==> config.mk <==
export PLATFORM = sky130hd
export DESIGN_NAME = uart_alu_interface
export DESIGN_NICKNAME = d
export VERILOG_FILES = /design/src/rtl/alu_uart_pkg.sv /design/src/rtl/frame_timeout_counter.sv /design/src/rtl/uart_alu_interface.sv
export SDC_FILE = /design/constraint.sdc
export NUM_CORES = 1
export LEC_CHECK = 0
export ABC_AREA = 1
export BUFFER_PORTS_ARGS = -buffer_cell sky130_fd_sc_hd__buf_2
export CAP_MARGIN = 20
export CORE_AREA = 2 2 72 74
export DETAILED_ROUTE_END_ITERATION = 7
export DIE_AREA = 0 0 74 76
export PLACE_DENSITY_LB_ADDON = 0.2
export SYNTH_ARGS = -nofsm -noshare
export SYNTH_HDL_FRONTEND = slang
export SYNTH_SLANG_ARGS = --single-unit
==> constraint.sdc <==
create_clock -name i_clock -period 3.1 [get_ports i_clock]
set_input_delay 0.62 -clock i_clock [delete_from_list [all_inputs] [get_ports i_clock]]
set_output_delay 0.62 -clock i_clock [all_outputs]
set_load 0.05 [all_outputs]
==> src/rtl/alu_uart_pkg.sv <==
// Shared definitions for the ALU-UART design: default widths, the opcode
// set understood by the ALU, and the sequencer state encoding.
package alu_uart_pkg;

  localparam int unsigned N_BITS_DEFAULT = 8;
  localparam int unsigned N_OP_DEFAULT   = 6;

  localparam logic [N_OP_DEFAULT-1:0] OP_ADD = 6'b100000;
  localparam logic [N_OP_DEFAULT-1:0] OP_SUB = 6'b100010;
  localparam logic [N_OP_DEFAULT-1:0] OP_AND = 6'b100100;
  localparam logic [N_OP_DEFAULT-1:0] OP_OR  = 6'b100101;
  localparam logic [N_OP_DEFAULT-1:0] OP_XOR = 6'b100110;
  localparam logic [N_OP_DEFAULT-1:0] OP_NOR = 6'b100111;
  localparam logic [N_OP_DEFAULT-1:0] OP_SRA = 6'b000011;
  localparam logic [N_OP_DEFAULT-1:0] OP_SRL = 6'b000010;

  typedef enum logic [2:0] {
    WAIT_A,
    WAIT_B,
    WAIT_OP,
    EXEC,
    SEND,
    WAIT_TX
  } state_t;

  function automatic logic is_valid_op(input logic [N_OP_DEFAULT-1:0] op);
    case (op)
      OP_ADD, OP_SUB, OP_AND, OP_OR,
      OP_XOR, OP_NOR, OP_SRA, OP_SRL: return 1'b1;
      default:                        return 1'b0;
    endcase
  endfunction

endpackage

==> src/rtl/frame_timeout_counter.sv <==
// Inter-byte timeout counter for the uart frame sequencer.
// Ports:
//   i_clock, i_reset (async, active-low)
//   i_clear  : restart the count (byte received)
//   i_enable : count while a frame is partially received; held at 0 otherwise
//   o_expire : high for the cycle in which the count sits at TIMEOUT-1
//              while enabled and not being cleared
module frame_timeout_counter #(
  parameter int unsigned TIMEOUT    = 2500000,
  parameter int unsigned NB_TIMEOUT = 22
) (
  input  logic i_clock,
  input  logic i_reset,
  input  logic i_clear,
  input  logic i_enable,
  output logic o_expire
);

  localparam logic [NB_TIMEOUT-1:0] LAST = NB_TIMEOUT'(TIMEOUT - 1);

  logic [NB_TIMEOUT-1:0] count;

  // Clearing whenever disabled gives a fresh count on every entry into a
  // counting state without the counter needing to see the state itself.
  always_ff @(posedge i_clock or negedge i_reset) begin
    if (!i_reset) begin
      count <= '0;
    end else if (i_clear || !i_enable) begin
      count <= '0;
    end else if (count != LAST) begin
      count <= count + NB_TIMEOUT'(1);
    end
  end

  assign o_expire = i_enable && !i_clear && (count == LAST);

endmodule

==> src/rtl/uart_alu_interface.sv <==
// Sequencer between the uart rx/tx and the combinational ALU.
// Collects operand A, operand B and opcode bytes, presents them to the ALU,
// registers the result and starts a uart transmission.
// Ports:
//   i_clock, i_reset (async, active-low)
//   i_rx_done_tick / i_rx_data : received byte strobe and data
//   i_tx_done_tick             : uart transmission finished
//   i_alu_result               : combinational ALU output
//   o_alu_a / o_alu_b / o_alu_op : registered ALU inputs
//   o_tx_start / o_tx_data     : transmit strobe (one cycle) and byte
//   o_busy                     : result in flight (EXEC .. WAIT_TX)
//   o_op_error, o_timeout, o_overrun : one-cycle event pulses
module uart_alu_interface
  import alu_uart_pkg::*;
#(
  parameter int unsigned N_BITS     = N_BITS_DEFAULT,
  parameter int unsigned N_OP       = N_OP_DEFAULT,
  parameter int unsigned TIMEOUT    = 2500000,
  parameter int unsigned NB_TIMEOUT = 22
) (
  input  logic              i_clock,
  input  logic              i_reset,
  input  logic              i_rx_done_tick,
  input  logic [N_BITS-1:0] i_rx_data,
  input  logic              i_tx_done_tick,
  input  logic [N_BITS-1:0] i_alu_result,
  output logic [N_BITS-1:0] o_alu_a,
  output logic [N_BITS-1:0] o_alu_b,
  output logic [N_OP-1:0]   o_alu_op,
  output logic              o_tx_start,
  output logic [N_BITS-1:0] o_tx_data,
  output logic              o_busy,
  output logic              o_op_error,
  output logic              o_timeout,
  output logic              o_overrun
);

  state_t          state;
  logic            frame_active;
  logic            timer_expire;
  logic [N_OP-1:0] rx_op;
  logic            rx_high_unused;

  assign frame_active = (state == WAIT_B) || (state == WAIT_OP);
  assign rx_op        = i_rx_data[N_OP-1:0];
  // Opcode byte bits above N_OP carry no meaning.
  assign rx_high_unused = ^i_rx_data[N_BITS-1:N_OP];

  frame_timeout_counter #(
    .TIMEOUT    (TIMEOUT),
    .NB_TIMEOUT (NB_TIMEOUT)
  ) u_frame_timeout (
    .i_clock  (i_clock),
    .i_reset  (i_reset),
    .i_clear  (i_rx_done_tick),
    .i_enable (frame_active),
    .o_expire (timer_expire)
  );

  always_ff @(posedge i_clock or negedge i_reset) begin
    if (!i_reset) begin
      state      <= WAIT_A;
      o_alu_a    <= '0;
      o_alu_b    <= '0;
      o_alu_op   <= '0;
      o_tx_data  <= '0;
      o_tx_start <= 1'b0;
      o_busy     <= 1'b0;
      o_op_error <= 1'b0;
      o_timeout  <= 1'b0;
      o_overrun  <= 1'b0;
    end else begin
      o_tx_start <= 1'b0;
      o_op_error <= 1'b0;
      o_timeout  <= 1'b0;
      o_overrun  <= 1'b0;

      // Bytes arriving while a result is in flight are dropped.
      if (i_rx_done_tick && (state == EXEC || state == SEND || state == WAIT_TX))
        o_overrun <= 1'b1;

      case (state)
        WAIT_A: begin
          if (i_rx_done_tick) begin
            o_alu_a <= i_rx_data;
            state   <= WAIT_B;
          end
        end
        WAIT_B: begin
          if (i_rx_done_tick) begin
            o_alu_b <= i_rx_data;
            state   <= WAIT_OP;
          end else if (timer_expire) begin
            o_timeout <= 1'b1;
            state     <= WAIT_A;
          end
        end
        WAIT_OP: begin
          if (i_rx_done_tick) begin
            if (is_valid_op(rx_op)) begin
              o_alu_op <= rx_op;
              o_busy   <= 1'b1;
              state    <= EXEC;
            end else begin
              o_op_error <= 1'b1;
              state      <= WAIT_A;
            end
          end else if (timer_expire) begin
            o_timeout <= 1'b1;
            state     <= WAIT_A;
          end
        end
        EXEC: begin
          // ALU inputs have been stable for a full cycle here.
          o_tx_data  <= i_alu_result;
          o_tx_start <= 1'b1;
          state      <= SEND;
        end
        SEND: begin
          state <= WAIT_TX;
        end
        WAIT_TX: begin
          if (i_tx_done_tick) begin
            o_busy <= 1'b0;
            state  <= WAIT_A;
          end
        end
        default: begin
          o_busy <= 1'b0;
          state  <= WAIT_A;
        end
      endcase
    end
  end

endmodule

==> results.md <==
- Share of cells above drive strength 1: 0.194
- Slowest cell delay on critical path: 390 ps
- RSZ-0062 raised after global routing: false
- Clock power frac: 0.235
- Initial antenna violation count: 0
- FMAX: 582 MHz
- Hold WS: 427 ps
- Yosys reg bits: 60
- DR vias/cell: 5.03
- CTS resizes: 0
- Clock Path Buffers: 2
- Crit. End Element: flop
- Area of the multi-input gates: 0.00114 mm2
- Final Power: 3.28 mW
- Crit path max-delay family: simple AND/OR/NAND/NOR gates
- Post-CTS Setup Inserts: 0
- Core outline area: 0.00491 mm2
- Worst-skew pair later-pin latency: 340 ps
- Post-CTS Hold Buffers: 0
- H-Tree Depth: 3
- Total Nets Final: 428
- Tmin final: 1720 ps
- Layout Utilization: 0.685
- Worst Setup Start Kind: flop
- Sequential-to-total area share from yosys stat: 0.535
- Final worst path period share: 0.554
- Gr usage total: 0.233
- N_diodes: 0
- Netlist cell types: 29
- CP Data Required Time: 3330 ps
- CP Cell Sequence: ha_1 > nand3_1 > nor2_1 > nand2_1 > nor2_1 > nand2_1 > o21ai_0 > a21oi_1
- DP Cell Count: 466
- MaxCap Viol Count: 0
- LEAKAGE: 1.68 nW
- Syn Inst Count: 346
- Syn_area_per_cell: 8.11 um2
- CP bufs+invs: 0
- CTS Sinks: 60
- Routed wire length: 5.87 mm
- Num ports: 55
- Yosys Warn Count: 0
- Vert. Die Dim: 76 um
- Rel. slew slack: 0.507
- Synthesized net count: 367
- Internal: 1.77 mW
- Peak VDD IR: 0.719 mV
- DR WL/cell: 12.2 um
- Worst hold path type: input port to asynchronous set/reset pin
- Total net switching power: 1.51 mW
- Arrival time worst endpoint: 1950 ps
- Post-DP HPWL: 4.20 mm
- Final hold vios: 0
- Slack of the critical path: 1380 ps
- Commonest non-fill, non-tap cell in the layout: nand2_1
- Sequential Power Share: 0.348
- TritonCTS Buffers: 9
- First-pass GRT wire length: 10.1 mm
- Horiz. Die Dim: 74 um
- Status: complete, no violations
- Sequential Area: 0.00150 mm2
- Worst Tran Pin Value: 740 ps
- Slowest cell on crit path: dfrtp_1
- Combinational group share of total power: 0.417
- Synth Cell Area: 0.00281 mm2
- Final setup fails: 0
- Die area: 0.00562 mm2
- Pin count of the biggest net entering global routing: 61
- Buffers on Ports: 54
- Overflow after GRT: 0
- Setup_tns: 0 ps
- Worst-path fanout max: 5
- Clock-pin slew on the worst setup and hold paths: 70 ps
- Vias in the first global route: 2,274
- First-pass DRT Iterations: 4
- Initial drt markers: 175
- GP Congestion: 0.910
- Max-slew violations: 0
- Commonest cells after routing, fill and taps aside: nand2_1, dfrtp_1, buf_2
- Dpl ws: 1120 ps
- Switching Share: 0.460
- Layout Area Growth over Synthesis: 19.9%
- # rows: 26
- Placed Area: 0.00315 mm2
- Layout Cells excl Fill: 482
- Vias: 2,426
- Pwr/cell area: 975 mW/mm2
- DRC: 0
- CTS tree: done
- Crit Path Class: flop to flop
- CTS Root Cell: clkbuf_8
- Initial Util: 0.571
- Post-route ant nets: 0
- Final Cell Area: 0.00336 mm2
- Clk_skew: 10.0 ps
- Filler cells: 403
[power by group through the flow]
stage / logic [mW] / clock network [mW] / registers (mW)
6_report: 1.37 / 0.771 / 1.14
5_1_grt: 1.47 / 0.825 / 1.17
4_1_cts: 1.38 / 0.787 / 1.14
3_5_place_dp: 1.38 / 0 / 1.15
3_3_place_gp: 1.36 / 0 / 1.14
2_1_floorplan: 0.416 / 0 / 1.79
[flip-flops by register name (all words and copies together) (netlist names)]
signal                 cells
u_frame_timeout.count     22
o_alu_a                    8
o_alu_b                    8
o_tx_data                  8
o_alu_op                   6
state                      3
o_busy                     1
o_op_error                 1
o_overrun                  1
o_timeout                  1
o_tx_start                 1
[layer usage]
| metal | GRT usage | share of wire | vias up | wire (um) |
|---|---|---|---|---|
| li1 | - | - | 1232 | - |
| met1 | 0.315 | 0.45 | 1120 | 2670 |
| met2 | 0.350 | 0.47 | 63 | 2780 |
| met3 | 0.0384 | 0.053 | 11 | 312 |
| met4 | 0.136 | 0.018 | 0 | 106 |
| met5 | 0 | 0 | - | 0 |
[cells in the mapped netlist, drive strengths merged]
master  count  area share
nand2      97        0.13
nand3b      1      0.0027
a211oi      1      0.0027
inv        38       0.051
nor4        3       0.012
nand3      21       0.037
nor3b       1      0.0027
or2         2      0.0045
o22a        1      0.0031
o211ai      1      0.0027
o21ai      27       0.048
nand4       8       0.018
nor2       50       0.070
a21oi      15       0.027
buf         3      0.0062
o21a        2      0.0054
xor2        5       0.016
clkbuf      2      0.0027
dfrtp      60        0.54
xnor2       1      0.0031
ha          1      0.0045
nor3        6       0.017
[kinds of logic (layout without fill, tap and decap cells)]
group	Yosys count	count (layout)	synth area share
buffers and inverters	43	109	0.0598
flip-flops	60	60	0.535
XOR/XNOR	6	6	0.0187
adder cells (fa/ha/maj)	1	1	0.00446
AO/OA/AOI/OAI	47	47	0.0888
AND/OR/NAND/NOR	189	189	0.293
[final timing paths]
path,start,end,slack (ps),cells after the start
max,u_frame_timeout.count[1],u_frame_timeout.count[18],1380,8
min,i_reset,u_frame_timeout.count[18],430,2
max reg2reg,u_frame_timeout.count[1],u_frame_timeout.count[18],1380,8
min reg2reg,o_tx_data[3],o_tx_data[3],470,2
max in group asynchronous,i_reset,u_frame_timeout.count[9],2190,2
min in group i_clock,o_tx_data[3],o_tx_data[3],470,2
[cell type report]
class                           instances  share of cell area
Sequential cell                        60               0.446
Multi-Input combinational cell        243               0.338
Timing Repair Buffer                   55              0.0826
Clock buffer                           12              0.0432
Inverter                               38              0.0424
Tap cell                               70              0.0260
Clock inverter                          4              0.0216
Power figures use the tool's default switching activity.
